File: src/rtl/norm_controller.sv
// norm_controller: sequences one normalization job over a block of
// accumulator rows. Reads rows from the accumulator buffer, presents each
// normalized row to the output writer with its write address, and holds
// the clamped shift amount for the normalization datapath.
//
// Ports
//   Clk, Rst_n            clock, async active-low reset
//   CfgValid/CfgReady     job request handshake (ready only when idle)
//   CfgShift              signed shift request (+ left, - arithmetic right)
//   CfgRows               rows in the job
//   CfgRdBase/CfgWrBase   start addresses of read and write buffers
//   Abort                 synchronous job cancel
//   RdEn/RdAddr           accumulator-buffer read (data one cycle later)
//   ShiftAmmount          clamped shift, held until the next job
//   NormValid/WrAddr      normalized row toward the writer
//   WrReady               writer accepts the row
//   Busy, Done            job active, one-cycle completion pulse
//
// state | meaning
// IDLE  | waiting for a job, CfgReady high
// RUN   | issuing reads, one per cycle while the writer keeps up
// DRAIN | all reads issued, waiting for the last row to be accepted
// DONE  | one-cycle completion pulse

module norm_controller #(
  parameter int SA_LENGTH  = 256,
  parameter int IN_WIDTH   = 32,
  parameter int ADDR_WIDTH = 10,
  parameter int CNT_WIDTH  = 16
) (
  input  logic                  Clk,
  input  logic                  Rst_n,
  input  logic                  CfgValid,
  output logic                  CfgReady,
  input  logic [7:0]            CfgShift,
  input  logic [CNT_WIDTH-1:0]  CfgRows,
  input  logic [ADDR_WIDTH-1:0] CfgRdBase,
  input  logic [ADDR_WIDTH-1:0] CfgWrBase,
  input  logic                  Abort,
  output logic                  RdEn,
  output logic [ADDR_WIDTH-1:0] RdAddr,
  output logic [7:0]            ShiftAmmount,
  output logic                  NormValid,
  output logic [ADDR_WIDTH-1:0] WrAddr,
  input  logic                  WrReady,
  output logic                  Busy,
  output logic                  Done
);

  // The controller never indexes columns; SA_LENGTH only has to be sane.
  if (SA_LENGTH < 1 || IN_WIDTH < 2 || IN_WIDTH > 128) begin : g_bad_param
    $error("norm_controller: bad parameter (SA_LENGTH >= 1, 2 <= IN_WIDTH <= 128)");
  end

  localparam int MAX_SHIFT = IN_WIDTH - 1;
  localparam logic [CNT_WIDTH-1:0] CNT_ONE = CNT_WIDTH'(1);

  typedef enum logic [1:0] {IDLE, RUN, DRAIN, DONE} state_t;

  state_t                state_q, state_d;
  logic [CNT_WIDTH-1:0]  rows_q;
  logic [CNT_WIDTH-1:0]  issued_q;
  logic [ADDR_WIDTH-1:0] rd_base_q;
  logic [ADDR_WIDTH-1:0] wr_base_q;
  logic [7:0]            shift_q;
  logic                  norm_valid_q;
  logic [ADDR_WIDTH-1:0] wr_addr_q;

  logic                  accept;
  logic                  adv;
  logic                  rd_en;
  logic                  last_issue;
  logic                  abort_job;
  logic [7:0]            shift_clamped;

  assign accept     = CfgValid && (state_q == IDLE);
  assign adv        = !norm_valid_q || WrReady;
  assign abort_job  = Abort && ((state_q == RUN) || (state_q == DRAIN));
  // In RUN issued < rows always holds: the FSM leaves RUN on the last issue.
  // No read goes out in an abort cycle, so a cancelled job leaves no stray row.
  assign rd_en      = (state_q == RUN) && adv && !Abort;
  assign last_issue = (issued_q == rows_q - CNT_ONE);

  always_comb begin
    int shift_req;
    shift_req     = int'($signed(CfgShift));
    shift_clamped = CfgShift;
    if (shift_req > MAX_SHIFT)
      shift_clamped = 8'(MAX_SHIFT);
    else if (shift_req < -MAX_SHIFT)
      shift_clamped = 8'(-MAX_SHIFT);
  end

  // state register
  always_ff @(posedge Clk or negedge Rst_n) begin
    if (!Rst_n) state_q <= IDLE;
    else        state_q <= state_d;
  end

  // next state
  always_comb begin
    state_d = state_q;
    case (state_q)
      IDLE:    if (accept) state_d = (CfgRows == '0) ? DONE : RUN;
      RUN:     if (Abort) state_d = IDLE;
               else if (rd_en && last_issue) state_d = DRAIN;
      // Only one row is ever in flight, so the accept seen in DRAIN is the last.
      DRAIN:   if (Abort) state_d = IDLE;
               else if (norm_valid_q && WrReady) state_d = DONE;
      DONE:    state_d = IDLE;
      default: state_d = IDLE;
    endcase
  end

  // outputs
  always_comb begin
    CfgReady     = (state_q == IDLE);
    Busy         = (state_q != IDLE);
    Done         = (state_q == DONE);
    RdEn         = rd_en;
    RdAddr       = rd_base_q + ADDR_WIDTH'(issued_q);
    NormValid    = norm_valid_q;
    WrAddr       = wr_addr_q;
    ShiftAmmount = shift_q;
  end

  // job datapath registers
  always_ff @(posedge Clk or negedge Rst_n) begin
    if (!Rst_n) begin
      rows_q       <= '0;
      issued_q     <= '0;
      rd_base_q    <= '0;
      wr_base_q    <= '0;
      shift_q      <= '0;
      norm_valid_q <= 1'b0;
      wr_addr_q    <= '0;
    end else begin
      if (accept) begin
        rows_q    <= CfgRows;
        issued_q  <= '0;
        rd_base_q <= CfgRdBase;
        wr_base_q <= CfgWrBase;
        shift_q   <= shift_clamped;
      end else if (rd_en) begin
        issued_q <= issued_q + CNT_ONE;
      end

      if (abort_job) begin
        norm_valid_q <= 1'b0;
      end else if (rd_en) begin
        norm_valid_q <= 1'b1;
        wr_addr_q    <= wr_base_q + ADDR_WIDTH'(issued_q);
      end else if (adv) begin
        norm_valid_q <= 1'b0;
      end
    end
  end

endmodule

File: config.mk
export PLATFORM = sky130hd
export DESIGN_NAME = norm_controller
export DESIGN_NICKNAME = d
export VERILOG_FILES = /design/src/rtl/norm_controller.sv
export SDC_FILE = /design/constraint.sdc
export NUM_CORES = 1
export LEC_CHECK = 0
export BUFFER_PORTS_ARGS = -buffer_cell sky130_fd_sc_hd__buf_4
export CAP_MARGIN = 20
export CORE_MARGIN = 2
export CORE_UTILIZATION = 51
export CTS_CLUSTER_DIAMETER = 60
export DETAILED_ROUTE_END_ITERATION = 10
export HOLD_SLACK_MARGIN = 0.06
export PLACE_DENSITY = 0.77
export SETUP_SLACK_MARGIN = 0.1
export SLEW_MARGIN = 40
export SYNTH_ARGS = -nofsm -noshare
export SYNTH_HDL_FRONTEND = slang
export SYNTH_SLANG_ARGS = --single-unit
File: constraint.sdc
create_clock -name Clk -period 2.3 [get_ports Clk]
set_input_delay 0.345 -clock Clk [delete_from_list [all_inputs] [get_ports Clk]]
set_output_delay 0.345 -clock Clk [all_outputs]
set_load 0.02 [all_outputs]
==> Word-level counts from Yosys, hierarchy flattened <==
Index checks and enable logic that the tools add are counted.
W data, S select, Z words.
{ "totals": {"register_bits": 73, "input_bits": 49, "out_inout_bits": 33, "wordCells": 53} }
{ "classes": {"n_addsub": 4, "n_lt_le_gt_ge": 2, "eq_ne": 7, "n_mux": 14, "n_bitwise": 1, "n_reduce_logical": 17} }
{ "ops": {"columns": ["cell", "count"], "rows": [
  ["$mux W16", 2],
  ["$add A10 B10 Y10", 2],
  ["$add A16 B1 Y16 const B", 1],
  ["$eq A16 B16 Y1", 1],
  ["$logic_not A16 Y1", 1],
  ["$mux W8", 2],
  ["$sub A16 B1 Y16 const B", 1],
  ["$mux W2", 6],
  ["$gt A8 B6 Y1 const B", 1],
  ["$lt A8 B6 Y1 const B", 1],
  ["$pmux W2 S4", 1],
  ["$logic_and A1 B1 Y1", 6],
  ["$ne A3 B2 Y1 const B", 2],
  ["$eq A2 B2 Y1 const B", 2],
  ["$reduce_bool A2 Y1", 2],
  ["$mux W1", 3],
  ["$reduce_and A3 Y1", 1],
  ["$reduce_bool A3 Y1", 1],
  ["$eq A2 B1 Y1 const B", 1],
  ["$logic_not A1 Y1", 2],
  ["$logic_not A2 Y1", 1],
  ["$logic_or A1 B1 Y1", 2],
  ["$ne A2 B1 Y1 const B", 1],
  ["$reduce_and A2 Y1", 1],
  ["$not A1 Y1", 1]
]} }

==> Depth between registers and ports, before layout <==
{ "depth": {"ltp_word": 8, "ltp_mapped": 10, "mapped_depth_nobuf": 10} }

==> Least setup slack after synthesis <==
OpenSTA, ideal clock, no wires.
{ "synth_path": {"path_kind": "register -> output", "startpoint": "reg issued_q[1]", "endpoint": "out RdAddr[9]", "arrival_ns": 2.104, "t_required_ns": 1.955, "setup_slack_ns": -0.149, "path_stages_with_launch": 9, "n_path_buf": 0, "path_cell_list": "dfrtp_1 ha_1 a21o_1 a21oi_1 nor2b_1 o21ai_0 a211o_1 nor2_1 a211oi_1"} }
{ "synth_via": {"elab_chain_cells": 1} }
{ "synth_lines": {"columns": ["element", "line", "source"], "rows": [
  ["from (decl)", "62", "logic [CNT_WIDTH-1:0] issued_q;"],
  ["from (signal assigned)", "145", "issued_q <= issued_q + CNT_ONE;"],
  ["$add A10 B10 Y10", "121", "RdAddr = rd_base_q + ADDR_WIDTH'(issued_q);"],
  ["to (decl)", "41", "output logic [ADDR_WIDTH-1:0] RdAddr,"]
]} }
Every way passes these cells.

==> Worst setup path after layout <==
{ "layout_path": {"startpoint": "reg rd_base_q[1]", "endpoint": "out RdAddr[9]"} }
{ "layout_via": {"elab_chain_cells": 1} }
{ "layout_lines": {"columns": ["element", "line", "source"], "rows": [
  ["from (decl)", "63", "logic [ADDR_WIDTH-1:0] rd_base_q;"],
  ["from (signal assigned)", "141", "rd_base_q <= CfgRdBase;"],
  ["$add A10 B10 Y10", "121", null]
]} }
Every way passes these cells.

==> impl_metrics.json <==
{
  "max_slew.worst_pin.slew_ps": 668,
  "grt_pass1_wl_um": 17600,
  "yosysSeqAreaShare": 0.421,
  "synth_area_leader_cell": "dfrtp_1",
  "finalHoldViolCount": 0,
  "nets": 690,
  "met2_usage": 0.411,
  "powerDensity_nw_per_um2": 1210,
  "antenna_cells": 0,
  "grt_util_met3": 0.0368,
  "power_uw": 6970,
  "synthDistinctLibCells": 56,
  "worstPathRequired_ps": 1960,
  "drc": 0,
  "syn_area_per_cell_um2": 8.73,
  "drive_gt1_frac": 0.294,
  "ctsRootBufferMaster": "clkbuf_8",
  "grt_usage": 0.244,
  "dp_hpwl_um": 7570,
  "overflow": 0,
  "port_buffers": 81,
  "synth_seq_cells": 73,
  "min_period_ps": 2640,
  "htree_levels": 3,
  "drv_cap": 0,
  "place_ws_ps": -6.18,
  "critPathKind": "reg -> out",
  "die_w_um": 96.2,
  "fill_cells": 660,
  "slew_violations": 0,
  "start_util": 0.528,
  "power_leakage_uw": 0.00286,
  "coreArea_um2": 8220,
  "yosysWarnings": 0,
  "clk_path_buf_depth": 2,
  "cp-end-kind": "primary output",
  "async_flop_share": 1.00,
  "die_h_um": 96.2,
  "synth_nets": 573,
  "slew_headroom": 0.554,
  "wl_um": 10800,
  "clock_latency_ps": 340,
  "avgViaCountPerCell": 5.50,
  "num_vias": 3984,
  "crit_fanout": 3,
  "final_area_um2": 5750,
  "syn2layout_area_growth_pct": 32.6,
  "setup_viol": 7,
  "synth-edff-count": 0,
  "wire_per_inst_um": 15.0,
  "ys.flop_type": "dfrtp_1",
  "synth_cells": 497,
  "die_area_um2": 9260,
  "rsz0062_at_grt": "true",
  "ios": 82,
  "violations": "setup timing",
  "finalClockSkew_ps": 11.1,
  "initialDrtViolationCount": 149,
  "grt_pass1_vias": 3930,
  "met1_usage": 0.315,
  "first_pass_iters": 4,
  "hold_path_class": "in -> reg",
  "vdd_drop_max_mv": 0.827,
  "gp_congestion": 0.954,
  "antenna_found_initial": 0,
  "placed_area_um2": 5240,
  "num_rows": 33,
  "timing.fmax_ghz": 0.378,
  "synth_top_area_share": 0.421,
  "synth_area_um2": 4340,
  "setup_slack_ps": -344,
  "grt_start_max_net_pins": 74,
  "clock_sinks": 73,
  "synth_top_cells_by_area": "dfrtp_1 42%, nand2_1 11%, ha_1 7.2%",
  "start_kind": "flip-flop",
  "ant_nets": 0,
  "cts_buffers": 9,
  "cts_tree": "done",
  "clkSlewWorstSetupHoldPaths_ps": 80,
  "grt_busiest_layer": "met2",
  "cp.arrival_ps": 2300,
  "status": "finished, violations left",
  "finalCritPeriodShare": 1.15
}
==> power breakdown <==
part	switching, uW	internal [uW]
Clock	477	639
Sequential	378	1770
Combinational	2080	1630
==> cell families (layout without fill, tap and decap cells) <==
group,after synthesis,count (layout),share of synthesized area
flip-flops,73,73,0.421
multiplexers,3,3,0.00692
XOR/XNOR,42,42,0.0848
AO/OA/AOI/OAI,87,87,0.130
buffers and inverters,36,158,0.0335
adder cells (fa/ha/maj),27,27,0.0814
AND/OR/NAND/NOR,229,229,0.242
==> per-stage QoR <==
| step | hold WS [ps] | cells | utilization | setup TNS (ps) |
|---|---|---|---|---|
| CTS | 174 | 721 | 0.685 | -1450 |
| global placement | 461 | 692 | 0.637 | 0 |
| floorplan | 49.4 | 497 | - | 0 |
| global route | 184 | 724 | 0.700 | -2370 |
| finish | 189 | 724 | 0.700 | -1630 |
| detailed placement | 409 | 692 | 0.638 | -6.18 |
==> per-layer routing <==
metal  routed length, um  vias to the layer above
li1                    -                     1928
met1                4670                     1906
met2                5410                      129
met3                 571                       21
met4                 191                        0
met5                   0                        -
==> flip-flops by register name (all words and copies together), names as in the netlist <==
name          cells
NormValid         1
ShiftAmmount      8
WrAddr           10
issued_q         16
rd_base_q        10
rows_q           16
state_q           2
wr_base_q        10
==> synthesized netlist by cell type, drive strengths merged (2+ instances only) <==
| master | instances |
|---|---|
| and2b | 2 |
| a211oi | 4 |
| xor2 | 16 |
| mux2i | 3 |
| xnor2 | 26 |
| a211o | 3 |
| or3 | 5 |
| ha | 25 |
| nand2 | 129 |
| and3 | 5 |
| a21oi | 18 |
| and2 | 2 |
| o21ai | 31 |
| a21o | 3 |
| fa | 2 |
| o22a | 5 |
| o31ai | 2 |
| o21a | 3 |
| nor3 | 11 |
| and4 | 3 |
| o211ai | 2 |
| dfrtp | 73 |
| nand4 | 2 |
| clkbuf | 12 |
| inv | 21 |
| nor2b | 9 |
| a31oi | 6 |
| nand3 | 7 |
| or4 | 3 |
| and3b | 2 |
| nand2b | 7 |
| nor2 | 31 |
| nor4 | 7 |
==> path summary, 6_finish.rpt <==
path                                           from                        to  slack, ps  cells after the start
min in group asynchronous                     Rst_n     WrAddr[6]$_DFFE_PN0P_        560                      2
hold reg to reg               WrAddr[5]$_DFFE_PN0P_     WrAddr[5]$_DFFE_PN0P_        490                      2
setup / recovery           rd_base_q[1]$_DFFE_PN0P_                 RdAddr[9]       -340                      9
setup reg to reg              rows_q[6]$_DFFE_PN0P_    state_q[0]$_DFFE_PN0P_         90                      7
hold / removal                         CfgWrBase[2]  wr_base_q[2]$_DFFE_PN0P_        190                      3
max in group asynchronous                     Rst_n    rows_q[11]$_DFFE_PN0P_       1250                      2
==> repair_timing <==
action / 4_1_cts / 5_1_grt
endpoints found under the hold margin: 73 / 0
pin swaps: 14 / 22
gates resized for setup: 14 / 27
setup buffers: 12 / 5
setup endpoints to repair: 10 / 17
hold buffers: 1 / 0
==> worst max-delay path, stage by stage (launching register included) <==
cell,delay [ps]
dfrtp_1,410
ha_1,320
a21o_1,130
a21oi_2,60
nor2b_1,130
o21ai_1,110
a211o_1,310
buf_4,150
a211oi_2,170
buf_4,170
==> layout make-up <==
cell class                 instances  area (um2)  area share
sequential                        73        1830       0.318
tap                              105         131      0.0229
clock buffer                      11         141      0.0246
clock inverter                     5        78.8      0.0137
inverter                          22        82.6      0.0144
timing repair buffer             120         923       0.161
multi-input combinational        388        2560       0.446
==> cells in the final DEF, fill, tap and decap left out, types with 3 or more instances in the layout <==
master	count
a211o_1	3
a21o_1	3
a21oi_1	15
a21oi_2	3
a31oi_1	4
and3_1	4
buf_4	116
clkbuf_8	10
dfrtp_1	73
ha_1	20
ha_2	3
inv_1	17
inv_2	4
mux2i_1	3
nand2_1	129
nand2b_1	7
nand3_1	7
nor2_1	29
nor2b_1	8
nor3_1	9
nor4_1	6
o21a_1	3
o21ai_0	22
o21ai_1	5
o21ai_2	4
o22a_1	5
or3_1	3
xnor2_1	25
xor2_1	15
(Power assumes the default switching activity.)
